[config.mk]
export PLATFORM = sky130hd
export DESIGN_NAME = if_fetch_queue
export DESIGN_NICKNAME = d
export VERILOG_FILES = /design/src/rtl/if_defs.sv /design/src/rtl/fetch_fifo.sv /design/src/rtl/if_fetch_queue.sv
export SDC_FILE = /design/constraint.sdc
export NUM_CORES = 1
export LEC_CHECK = 0
export CAP_MARGIN = 40
export CORE_ASPECT_RATIO = 0.7
export CORE_MARGIN = 2
export CORE_UTILIZATION = 55
export CTS_BUF_LIST = sky130_fd_sc_hd__clkbuf_8
export DETAILED_ROUTE_END_ITERATION = 6
export GPL_TIMING_DRIVEN = 1
export PLACE_DENSITY = 0.78
export SLEW_MARGIN = 20
export SYNTH_ARGS = -nofsm -noshare
export SYNTH_HDL_FRONTEND = slang
export SYNTH_HIERARCHICAL = 1
export SYNTH_SLANG_ARGS = --single-unit
[constraint.sdc]
create_clock -name clk -period 13.95 [get_ports clk]
set_clock_uncertainty 0.15 [all_clocks]
set_input_delay 3.4875 -clock clk [delete_from_list [all_inputs] [get_ports clk]]
set_output_delay 3.4875 -clock clk [all_outputs]
set_load 0.02 [all_outputs]
[src/rtl/if_defs.sv]
// Shared fetch-path definitions: reset PC, PC increment and the queued entry layout.
package if_defs;

  localparam logic [31:0] RESET_PC_DEFAULT = 32'h0000_3000;
  localparam logic [31:0] PC_STEP          = 32'd4;

  typedef struct packed {
    logic [31:0] pc;
    logic [31:0] instr;
  } fetch_entry_t;

  // Fetch targets are word addresses; the low two bits are ignored.
  function automatic logic [31:0] word_align(input logic [31:0] a);
    return a & ~32'h0000_0003;
  endfunction

endpackage

[src/rtl/fetch_fifo.sv]
// Fetch-entry FIFO with first-word-fall-through head, synchronous flush and occupancy count.
module fetch_fifo
  import if_defs::*;
#(
  parameter  int unsigned DEPTH = 4,
  localparam int unsigned CNT_W = $clog2(DEPTH + 1)
) (
  input  logic             clk,
  input  logic             rst,
  input  logic             i_push,
  input  fetch_entry_t     i_entry,
  input  logic             i_pop,
  input  logic             i_flush,
  output fetch_entry_t     o_head,
  output logic [CNT_W-1:0] o_count
);

  localparam int unsigned PTR_W = (DEPTH > 1) ? $clog2(DEPTH) : 1;

  fetch_entry_t     r_mem [DEPTH];
  logic [PTR_W-1:0] r_wr_ptr;
  logic [PTR_W-1:0] r_rd_ptr;
  logic [CNT_W-1:0] r_count;

  // Storage and pointers; flush has priority over push/pop.
  always_ff @(posedge clk or posedge rst) begin
    if (rst) begin
      for (int i = 0; i < int'(DEPTH); i++) begin
        r_mem[i] <= '0;
      end
      r_wr_ptr <= '0;
      r_rd_ptr <= '0;
      r_count  <= '0;
    end else if (i_flush) begin
      r_wr_ptr <= '0;
      r_rd_ptr <= '0;
      r_count  <= '0;
    end else begin
      if (i_push) begin
        r_mem[r_wr_ptr] <= i_entry;
        r_wr_ptr        <= r_wr_ptr + PTR_W'(1);
      end
      if (i_pop) begin
        r_rd_ptr <= r_rd_ptr + PTR_W'(1);
      end
      case ({i_push, i_pop})
        2'b10:   r_count <= r_count + CNT_W'(1);
        2'b01:   r_count <= r_count - CNT_W'(1);
        default: r_count <= r_count;
      endcase
    end
  end

  // Push into a full queue without a pop, or pop from empty, is a bug upstream.
  always_ff @(posedge clk) begin
    if (!rst && !i_flush) begin
      assert (!(i_push && !i_pop && (r_count == CNT_W'(DEPTH))));
      assert (!(i_pop && (r_count == '0)));
    end
  end

  assign o_head  = r_mem[r_rd_ptr];
  assign o_count = r_count;

endmodule

[src/rtl/if_fetch_queue.sv]
// Instruction-fetch front end: in-order imem requests, response queue toward IF/ID, redirect flush.
module if_fetch_queue
  import if_defs::*;
#(
  parameter int unsigned DEPTH           = 4,
  parameter int unsigned MAX_OUTSTANDING = 2,
  parameter logic [31:0] RESET_PC        = RESET_PC_DEFAULT
) (
  input  logic        clk,
  input  logic        rst,
  input  logic        redirect_valid,
  input  logic [31:0] redirect_pc,
  output logic        imem_req,
  output logic [31:0] imem_addr,
  input  logic        imem_rvalid,
  input  logic [31:0] imem_rdata,
  output logic        out_valid,
  output logic [31:0] out_pc,
  output logic [31:0] out_instr,
  input  logic        out_ready
);

  localparam int unsigned CNT_W = $clog2(DEPTH + 1);
  localparam int unsigned OS_W  = $clog2(MAX_OUTSTANDING + 1);

  logic [31:0]      r_pc;
  logic [31:0]      r_resp_pc;
  logic [OS_W-1:0]  r_inflight;
  logic [OS_W-1:0]  r_drop;

  logic [CNT_W-1:0] w_count;
  logic [OS_W-1:0]  w_live;
  logic             w_issue;
  logic             w_push;
  logic             w_pop;
  logic             w_out_valid;
  logic [31:0]      w_target;
  fetch_entry_t     w_head;
  fetch_entry_t     w_entry;

  // Outstanding responses that will still land in the queue reserve a slot now.
  assign w_live   = r_inflight - r_drop;
  assign w_issue  = !rst && !redirect_valid
                  && (32'(r_inflight) < MAX_OUTSTANDING)
                  && ((32'(w_count) + 32'(w_live)) < DEPTH);
  assign w_push   = imem_rvalid && !redirect_valid && (r_drop == '0);
  assign w_out_valid = !rst && (w_count != '0) && !redirect_valid;
  assign w_pop    = w_out_valid && out_ready;
  assign w_target = word_align(redirect_pc);
  assign w_entry  = '{pc: r_resp_pc, instr: imem_rdata};

  // Fetch PC and response PC track issue and accepted returns respectively.
  always_ff @(posedge clk or posedge rst) begin
    if (rst) begin
      r_pc      <= RESET_PC;
      r_resp_pc <= RESET_PC;
    end else if (redirect_valid) begin
      r_pc      <= w_target;
      r_resp_pc <= w_target;
    end else begin
      if (w_issue) r_pc      <= r_pc + PC_STEP;
      if (w_push)  r_resp_pc <= r_resp_pc + PC_STEP;
    end
  end

  // In-flight and stale-response counters; a redirect marks everything still out as stale.
  always_ff @(posedge clk or posedge rst) begin
    if (rst) begin
      r_inflight <= '0;
      r_drop     <= '0;
    end else begin
      r_inflight <= r_inflight + OS_W'(w_issue) - OS_W'(imem_rvalid);
      if (redirect_valid) begin
        r_drop <= r_inflight - OS_W'(imem_rvalid);
      end else if (imem_rvalid && (r_drop != '0)) begin
        r_drop <= r_drop - OS_W'(1);
      end
    end
  end

  always_ff @(posedge clk) begin
    if (!rst) begin
      assert (!(imem_rvalid && (r_inflight == '0)));
    end
  end

  fetch_fifo #(
    .DEPTH (DEPTH)
  ) u_fifo (
    .clk     (clk),
    .rst     (rst),
    .i_push  (w_push),
    .i_entry (w_entry),
    .i_pop   (w_pop),
    .i_flush (redirect_valid),
    .o_head  (w_head),
    .o_count (w_count)
  );

  assign imem_req  = w_issue;
  assign imem_addr = r_pc;
  assign out_valid = w_out_valid;
  assign out_pc    = w_head.pc;
  assign out_instr = w_head.instr;

endmodule

Word-level counts from Yosys, hierarchy flattened

Index checks and enable logic that the tools add are counted.
Widths: inputs -> output; s select.

$add $sub $neg: 12
$lt $le $gt $ge: 5
Equal/unequal tests: 2
Muxes and demuxes: 18
Bitwise gates (word level): 3
Reductions and logical operators: 21

Operators with widths:

| cell                  | number |
|---|---|
| $bwmux 256            | 1 |
| $mux 64               | 3 |
| $bmux 64 s2           | 1 |
| $demux 64 s2          | 1 |
| $mux 32               | 4 |
| $add 32x3->32 const B | 2 |
| $mux 2                | 6 |
| $logic_and 1x1->1     | 10 |
| $reduce_bool 2->1     | 5 |
| $ge 3x3->1 const B    | 2 |
| $not 2->3             | 2 |
| $pmux 3 s2            | 1 |
| $reduce_bool 3->1     | 2 |
| $add 2x1->2 const B   | 2 |
| $add 3x2->4           | 1 |
| $lt 4x3->1 const B    | 1 |
| $sub 2x1->2           | 2 |
| $add 3x1->3 const B   | 1 |
| $lt 3x1->1 const B    | 1 |
| $mux 3                | 1 |
| $sub 3x1->3 const B   | 1 |
| $add 2x1->2           | 1 |
| $eq 2x1->1 const B    | 1 |
| $eq 2x2->1 const B    | 1 |
| 7 further kinds       | 8 |

Flip-flop bits (word level): 331
Input port bits: 69

Longest topological paths before layout

Gate-level depths: netlist of the first run.

Word-level depth: 7
Mapped depth: 12

Cells and area by module

Netlist of the first run, hierarchy kept.

By module, submodules not included:

| module         | times used | cells each | area an instance (µm²) | seq. area each (µm²) |
|---|---|---|---|---|
| fetch_fifo     | 1          | 657        | 12,715.9               | 6,581.3 |
| if_fetch_queue | 1          | 389        | 3,728.6                | 1,606.5 |

Worst setup path before layout of the first run

Ideal clock, no wire load.

Path type: input to output
From: in redirect_valid
To: out imem_req
Arrival: 4,563 ps
Path slack: 5,750 ps
Cell stages on the path: 4
Path buffers: 2
Path through: clkbuf_1 or4_4 buf_6 inv_1

Cells in the longest elaborated chain, start to end: 4

Ends and longest elaborated chain:

| what              | line                 | source |
|---|---|---|
| from (decl)       | if_fetch_queue.sv:11 | `input logic redirect_valid,` |
| $logic_not 1->1   | --                   |  |
| $logic_and 1x1->1 | --                   |  |
| $logic_and 1x1->1 | if_fetch_queue.sv:44 | `&& (32'(r_inflight) < MAX_OUTSTANDING)` |
| $logic_and 1x1->1 | if_fetch_queue.sv:45 | `&& ((32'(w_count) + 32'(w_live)) < DEPTH);` |
| to (decl)         | if_fetch_queue.sv:13 | `output logic imem_req,` |

No other way between the ends.

Worst setup path in the final report of the first run

Same ends and word-level chain as after synthesis.

==> run_results.csv, run 1 <==
group,metric,value,unit
floorplan,die_width,211,um
timing,fin_ws,4.52,ns
timing,worst_case_hold_slack,0.354,ns
cts,tritoncts,"yes",
drt,wirelength_met1,17300,um
drt,topRoutingLayerUsed,"met4",
synthesis,count_of_yosys_warnings_during_synthesis,6,
timing,report.final.setup_viol,0,
grt,antenna_found_initial,0,
cts,post_cts_resized,0,
critical_path,critical-path-slowest-cell,"or4_4",
cts,postCtsHoldBufs,0,
cts,path_clk_slew,0.06,ns
drt,vias,9591,
timing,final_min_period_over_clock_period,67.6,%
timing,fmax,0.106,GHz
floorplan,io_pins,167,
timing,fin_setup_tns,0,ns
cts,cts_max_path_buffers,3,
drt,first_iter_violations,807,
pwr,total_leakage_power,9.10,nW
grt,number_of_global_route_vias_before_repair,10294,
final_layout,area.growth.synth_to_final,16.1,%
min_path,hold_crit_path_type,"reg -> reg",
synthesis,synth_cell_types,60,
synthesis,postSynthRegisterBits,327,
critical_path,critPathArrivalTime,5.80,ns
timing,slew_violations,0,
final_layout,drive_gt1_share,35.1,%
synthesis,sequential_share_of_the_synthesized_area,49.8,%
synthesis,synth_ff_type,"dfrtp_1",
timing,timing.max_slew.rel_slack,42.3,%
timing,hold_violations,0,
timing,timing_worst_slew_pin_value,0.866,ns
flow_run,drv.max_cap_violation_count,0,
place,dp_hpwl,23200,um
cts,cts_max_level,2,
critical_path,startpoint_type,"primary input",
final_layout,final_net_count,1308,
final_layout,diodes,0,
synthesis,synth.cell_area,0.0164,sq mm
cts,post_cts.repair.setup_buffers,0,
timing,setup_repair_after_global_routing_missed_its_margin,"no",
drt,dr.pass1.iters,5,
drt,routed_wirelength,36700,um
floorplan,std_cell_rows,52,
cts,cts_made_buffers,51,
place,gpl.final_weighted_congestion,0.869,
synthesis,synth.top_cells.by_area,"dfrtp_1, mux2_4, mux4_2",
cts,clockRootBuffer,"clkbuf_8",
grt,grt_first_pass_wirelength,59400,um
run_status,status,"finished clean",
critical_path,crit_fanout,44,
timing,final.min_clock_period,9.43,ns
drt,viasPerCell,5.84,
drt,drcViolationCount,0,
synthesis,post_synth.cell_area_avg,15.7,sq um
critical_path,crit_path_cell_trace,"clkdlybuf4s50_1 -> buf_4 -> or4_4 -> inv_1 -> clkdlybuf4s50_1",
grt,grt.total_usage,24.3,%
critical_path,slowest_delay,0.68,ns
drt,routed_len_inst,22.3,um
synthesis,netlist.area_leader.share,49.2,%
floorplan,placeableCoreArea,0.0291,sq mm
grt,grt_start_max_net_pins,121,
cts,clock_insertion_delay_worst_skew,0.59,ns
critical_path,worst_path_most_repeated_cell,"clkdlybuf4s50_1",
cts,number_of_sinks_handled_by_clock_tree_synthesis,327,
synthesis,synthCells,1046,
grt,grt-ovfl-total,0,
place,port-buffer-count,162,
synthesis,async_flop_share,100,%
pwr,ir_worst_vdd,0.0698,mV
place,dpl_worst_slack,4.51,ns
synthesis,count_of_flip_flops_with_a_built_in_enable_after_synthesis,0,
floorplan,initial_util,56.4,%
pwr,design_power_total,0.00300,W
synthesis,synth.largest_area_cell,"dfrtp_1",
drt,met3RoutedLength,2330,um
floorplan,die_area,0.0313,sq mm
critical_path,crit_type,"in -> out",
drt,routed-wl-met2,16500,um
pwr,power_density,157,mW/mm^2
floorplan,die_h,149,um
critical_path,endpoint_kind,"output port",
drt,ant_nets,0,
critical_path,critical_path_required,10.31,ns
Yosys cell counts (3+ instances only):
master    instances
nand2_8           4
a21boi_0          9
o311ai_0          4
clkbuf_1          9
mux2i_1           6
o211ai_1          7
dfstp_2           4
buf_2            10
dfrtp_1         323
mux4_2           64
xnor2_1          27
buf_4             5
ha_1             11
and3_1            8
nand2_1          32
nand4_1          28
mux2_4          240
and4_1            7
o21ai_0          19
and2_1            6
nor2_1           23
nand3_1          31
xor2_1           28
buf_12           25
nor3_1            7
buf_1             5
inv_1            14
mux2_2           28
nand2b_1          6
nor4_1            7
or4_1             3
a21oi_1          11
placed cells by master (no fill, tap or decap), types with 3 or more instances in the layout:
| cell | synthesis | layout |
|---|---|---|
| dfrtp_1 | 323 | 321 |
| and2_1 | 6 | 6 |
| mux2i_1 | 6 | 6 |
| buf_16 | 0 | 4 |
| xor2_1 | 28 | 28 |
| clkdlybuf4s50_1 | 0 | 162 |
| mux2_2 | 28 | 28 |
| a21oi_1 | 11 | 11 |
| mux2_4 | 240 | 240 |
| and3_1 | 8 | 8 |
| o211ai_1 | 7 | 7 |
| xnor2_1 | 27 | 27 |
| nand4_1 | 28 | 28 |
| nand2_1 | 32 | 32 |
| nor2_1 | 23 | 23 |
| nand2b_1 | 6 | 6 |
| nor4_1 | 7 | 7 |
| o21ai_0 | 19 | 19 |
| o311ai_0 | 4 | 4 |
| buf_4 | 5 | 7 |
| mux4_2 | 64 | 64 |
| clkbuf_8 | 1 | 64 |
| a21boi_0 | 9 | 9 |
| dfstp_2 | 4 | 4 |
| nand3_1 | 31 | 31 |
| and4_1 | 7 | 7 |
| nor3_1 | 7 | 7 |
| conb_1 | 1 | 10 |
| clkinv_2 | 0 | 7 |
| or4_1 | 3 | 3 |
| inv_1 | 14 | 29 |
| ha_1 | 11 | 11 |
| nand2_8 | 4 | 4 |
flip-flops by register name, summed over array words and instances, names as in the netlist:
signal	flops
imem_addr	30
r_drop	2
r_inflight	2
r_resp_pc	30
u_fifo/o_count	3
u_fifo/r_mem	256
u_fifo/r_rd_ptr	2
u_fifo/r_wr_ptr	2
final timing paths:
kind | from | endpoint | slack, ns | cells past startpoint
min in group asynchronous | rst | imem_addr[4] | 3.29 | 2
setup / recovery | redirect_valid | imem_req | 4.52 | 5
hold reg to reg | u_fifo/r_mem[59] | u_fifo/r_mem[59] | 0.35 | 1
setup reg to reg | r_drop[0] | u_fifo/r_mem[117] | 10.66 | 7
hold / removal | u_fifo/r_mem[59] | u_fifo/r_mem[59] | 0.35 | 1
max in group asynchronous | rst | u_fifo/r_mem[119] | 8.96 | 5
cell families (layout without fill, tap and decap cells):
| family | count (synthesis) | in the layout | share of synthesized area, % |
|---|---|---|---|
| multiplexers | 338 | 338 | 33.0 |
| other | 1 | 10 | 0.0228 |
| AO/OA/AOI/OAI | 61 | 61 | 2.40 |
| AND/OR/NAND/NOR | 180 | 180 | 6.48 |
| flip-flops | 327 | 327 | 49.8 |
| adder cells (fa/ha/maj) | 12 | 12 | 0.959 |
| buffers and inverters | 72 | 280 | 4.46 |
| XOR/XNOR | 55 | 55 | 2.93 |
per-stage QoR:
| step | util (%) | cells | area (sq um) |
|---|---|---|---|
| after CTS | 65.4 | 1639 | 19100 |
| after floorplan | - | 1055 | 16500 |
| after global routing | 65.5 | 1641 | 19100 |
| after global placement | 61.6 | 1545 | 18000 |
| after detailed placement | 61.9 | 1550 | 18100 |
| final | 65.5 | 1641 | 19100 |
layout make-up:
class	count	area, sq um
clock buffers	64	881
fillers	2048	10000
clock inverters	25	129
repair buffers	176	1800
inverters	15	63.8
multi-input cells	656	7560
flip-flops and latches	327	8200
well taps	378	473
critical path: cells and delay by family:
family	cells	cell delay, ns
buf+inv	4	1.62
simple gates	1	0.68
layer usage:
layer,GRT usage (%),vias up
met3,5.26,50
met5,0,-
li1,-,4204
met1,36.7,4991
met2,36.3,346
met4,5.14,0
where the power goes:
part | leakage, nW | internal (W) | switching, W
clock network | 0.592 | 0.000429 | 0.000369
registers | 4.28 | 0.00113 | 0.000143
logic | 4.23 | 0.000548 | 0.000381
total | 9.10 | 0.00210 | 0.000893
(Power assumes the default switching activity.)
==> run 2: changes to the inputs <==
==> constraint.sdc (replaced) <==
create_clock -name clk -period 9.6 [get_ports clk]
set_clock_uncertainty 0.15 [all_clocks]
set_input_delay 2.4 -clock clk [delete_from_list [all_inputs] [get_ports clk]]
set_output_delay 2.4 -clock clk [all_outputs]
set_load 0.02 [all_outputs]
==> run 2 against run 1 <==
Effect of this change: worst setup slack lost 2.2 ns; core utilization increased by 0.33 points; cell count increased by 0.18%; sequential share of layout area is 0.21 points lower; combinational power rose by 43%; clock-buffer cell count is 5 higher; routed wire length down 2.1%; power increased by 49%; flip-flop and latch count unchanged; largest cell class unchanged.
==> run_results.csv, run 2 (synthesized netlist as in run 1, its figures left out) <==
group,metric,value,unit
run_status,status,"finished clean",
critical_path,crit_path_cell_trace,"clkdlybuf4s50_1 -> buf_4 -> or4_4 -> inv_1 -> clkdlybuf4s50_1",
timing,final.min_clock_period,7.29,ns
pwr,total_leakage_power,9.12,nW
cts,clock_insertion_delay_worst_skew,0.60,ns
place,gpl.final_weighted_congestion,0.857,
floorplan,io_pins,167,
final_layout,final_net_count,1304,
place,dp_hpwl,22200,um
timing,final_min_period_over_clock_period,76.0,%
final_layout,instances_no_fill,1644,
pwr,ir_worst_vdd,0.124,mV
cts,cts_max_path_buffers,3,
final_layout,layout_common_cells,"dfrtp_1, mux2_4, clkdlybuf4s50_1",
drt,drcViolationCount,0,
pwr,power_density,233,mW/mm^2
drt,first_iter_violations,672,
floorplan,std_cell_rows,52,
cts,cts_max_level,2,
grt,antenna_found_initial,0,
cts,post_cts.repair.setup_buffers,0,
critical_path,critical_path_required,7.05,ns
drt,routed_wirelength,35900,um
cts,postCtsHoldBufs,0,
critical_path,cp_num_cells,5,
timing,hold_violations,0,
place,placed_area,0.0180,sq mm
floorplan,die_width,211,um
timing,setup_repair_after_global_routing_missed_its_margin,"no",
critical_path,critical_path.top_delay_family,"buffers and inverters",
timing,timing.max_slew.rel_slack,32.9,%
critical_path,critPathArrivalTime,4.74,ns
drt,vias,9517,
timing,report.final.setup_viol,0,
critical_path,ff2ff_path_depth,7,
pwr,design_power_total,0.00447,W
floorplan,initial_util,56.4,%
drt,viasPerCell,5.79,
timing,fmax,0.137,GHz
drt,ant_nets,0,
timing,fin_setup_tns,0,ns
flow_run,drv.max_cap_violation_count,0,
critical_path,crit_type,"in -> out",
timing,slew_violations,0,
drt,dr.pass1.iters,5,
cts,tritoncts,"yes",
cts,path_clk_slew,0.06,ns
final_layout,area.growth.synth_to_final,16.7,%
min_path,hold_crit_path_type,"reg -> reg",
final_layout,drive_gt1_share,35.4,%
critical_path,critical-path-slowest-cell,"or4_4",
grt,grt.total_usage,23.6,%
cts,clockRootBuffer,"clkbuf_8",
min_path,min_path_cells,1,
final_layout,layout.cells.most_common,"dfrtp_1",
critical_path,worst_path_most_repeated_cell,"clkdlybuf4s50_1",
critical_path,startpoint_type,"primary input",
critical_path,crit_fanout,44,
floorplan,placeableCoreArea,0.0291,sq mm
place,dpl.cell_count,1548,
cts,post_cts_resized,0,
floorplan,die_h,149,um
floorplan,die_area,0.0313,sq mm
cts,number_of_sinks_handled_by_clock_tree_synthesis,327,
drt,routed_len_inst,21.8,um
grt,number_of_global_route_vias_before_repair,10091,
critical_path,slowest_delay,0.69,ns
grt,grt-ovfl-total,0,
grt,grt_first_pass_wirelength,58000,um
timing,timing_worst_slew_pin_value,1.01,ns
final_layout,largest_register_ff_count,256,
grt,grt_start_max_net_pins,185,
critical_path,r2r_slack,6.40,ns
final_layout,fin_area,0.0192,sq mm
final_layout,regMostFlops,"u_fifo/r_mem",
cts,cts_made_buffers,50,
critical_path,path_buf_inv,4,
place,port-buffer-count,162,
critical_path,endpoint_kind,"output port",
run 2: cell count changes in the layout (fill, tap and decap cells not counted), sizes merged:
cell,delta
inv,-3
clkinv,-2
buf,-3
clkbuf,+5
clkinvlp,+3
bufinv,+2
diode,+1
run 2: stage by stage:
step	worst slack [ns]	utilization (%)	hold slack, ns
after floorplan	3.57	-	0.324
after global placement	2.34	61.6	0.332
after detailed placement	2.35	61.9	0.337
after CTS	2.34	65.8	0.356
after global routing	2.28	65.8	0.363
final	2.31	65.8	0.352
run 2: final cells by class:
cell class	instances	area, sq um
tap	378	473
inverter	15	60.1
timing repair buffer	173	1760
fill	2073	9950
multi-input combinational	656	7560
sequential	327	8200
antenna	1	2.50
clock inverter	25	191
clock buffer	69	950
run 2: power breakdown:
group	total (W)	switching, W	internal, W	leakage [nW]
sequential	0.00184	0.000206	0.00164	4.28
clock	0.00129	0.000568	0.000722	0.637
combinational	0.00133	0.000541	0.000793	4.20
total	0.00447	0.00132	0.00315	9.12
run 2: final timing paths:
| kind | start | endpoint |
|---|---|---|
| max in group asynchronous | rst | u_fifo/r_mem[88] |
| min in group asynchronous | rst | r_inflight[1] |
| worst min register to register | u_fifo/r_mem[77] | u_fifo/r_mem[77] |
| worst max register to register | r_drop[1] | u_fifo/r_mem[212] |
| worst min-delay path | u_fifo/r_mem[77] | u_fifo/r_mem[77] |
| worst max-delay path | redirect_valid | imem_req |
run 2: worst register-to-register path, cell delays in order, from the launching register on:
cell and delay, ns:
dfrtp_1 0.41, inv_1 0.07, ha_1 0.20, nand2_1 0.15, nor2_1 0.46, nor2b_4 0.55, nand2_8 0.53, mux2_4 0.56
run 2: routing by layer:
layer | wire length (um) | up-vias | part of all wire (%) | global-route usage (%)
li1 | - | 4210 | - | -
met1 | 17300 | 4981 | 48 | 35.9
met2 | 15900 | 278 | 44 | 35.2
met3 | 2200 | 48 | 6.1 | 4.77
met4 | 474 | 0 | 1.3 | 5.28
met5 | 0 | - | 0 | 0
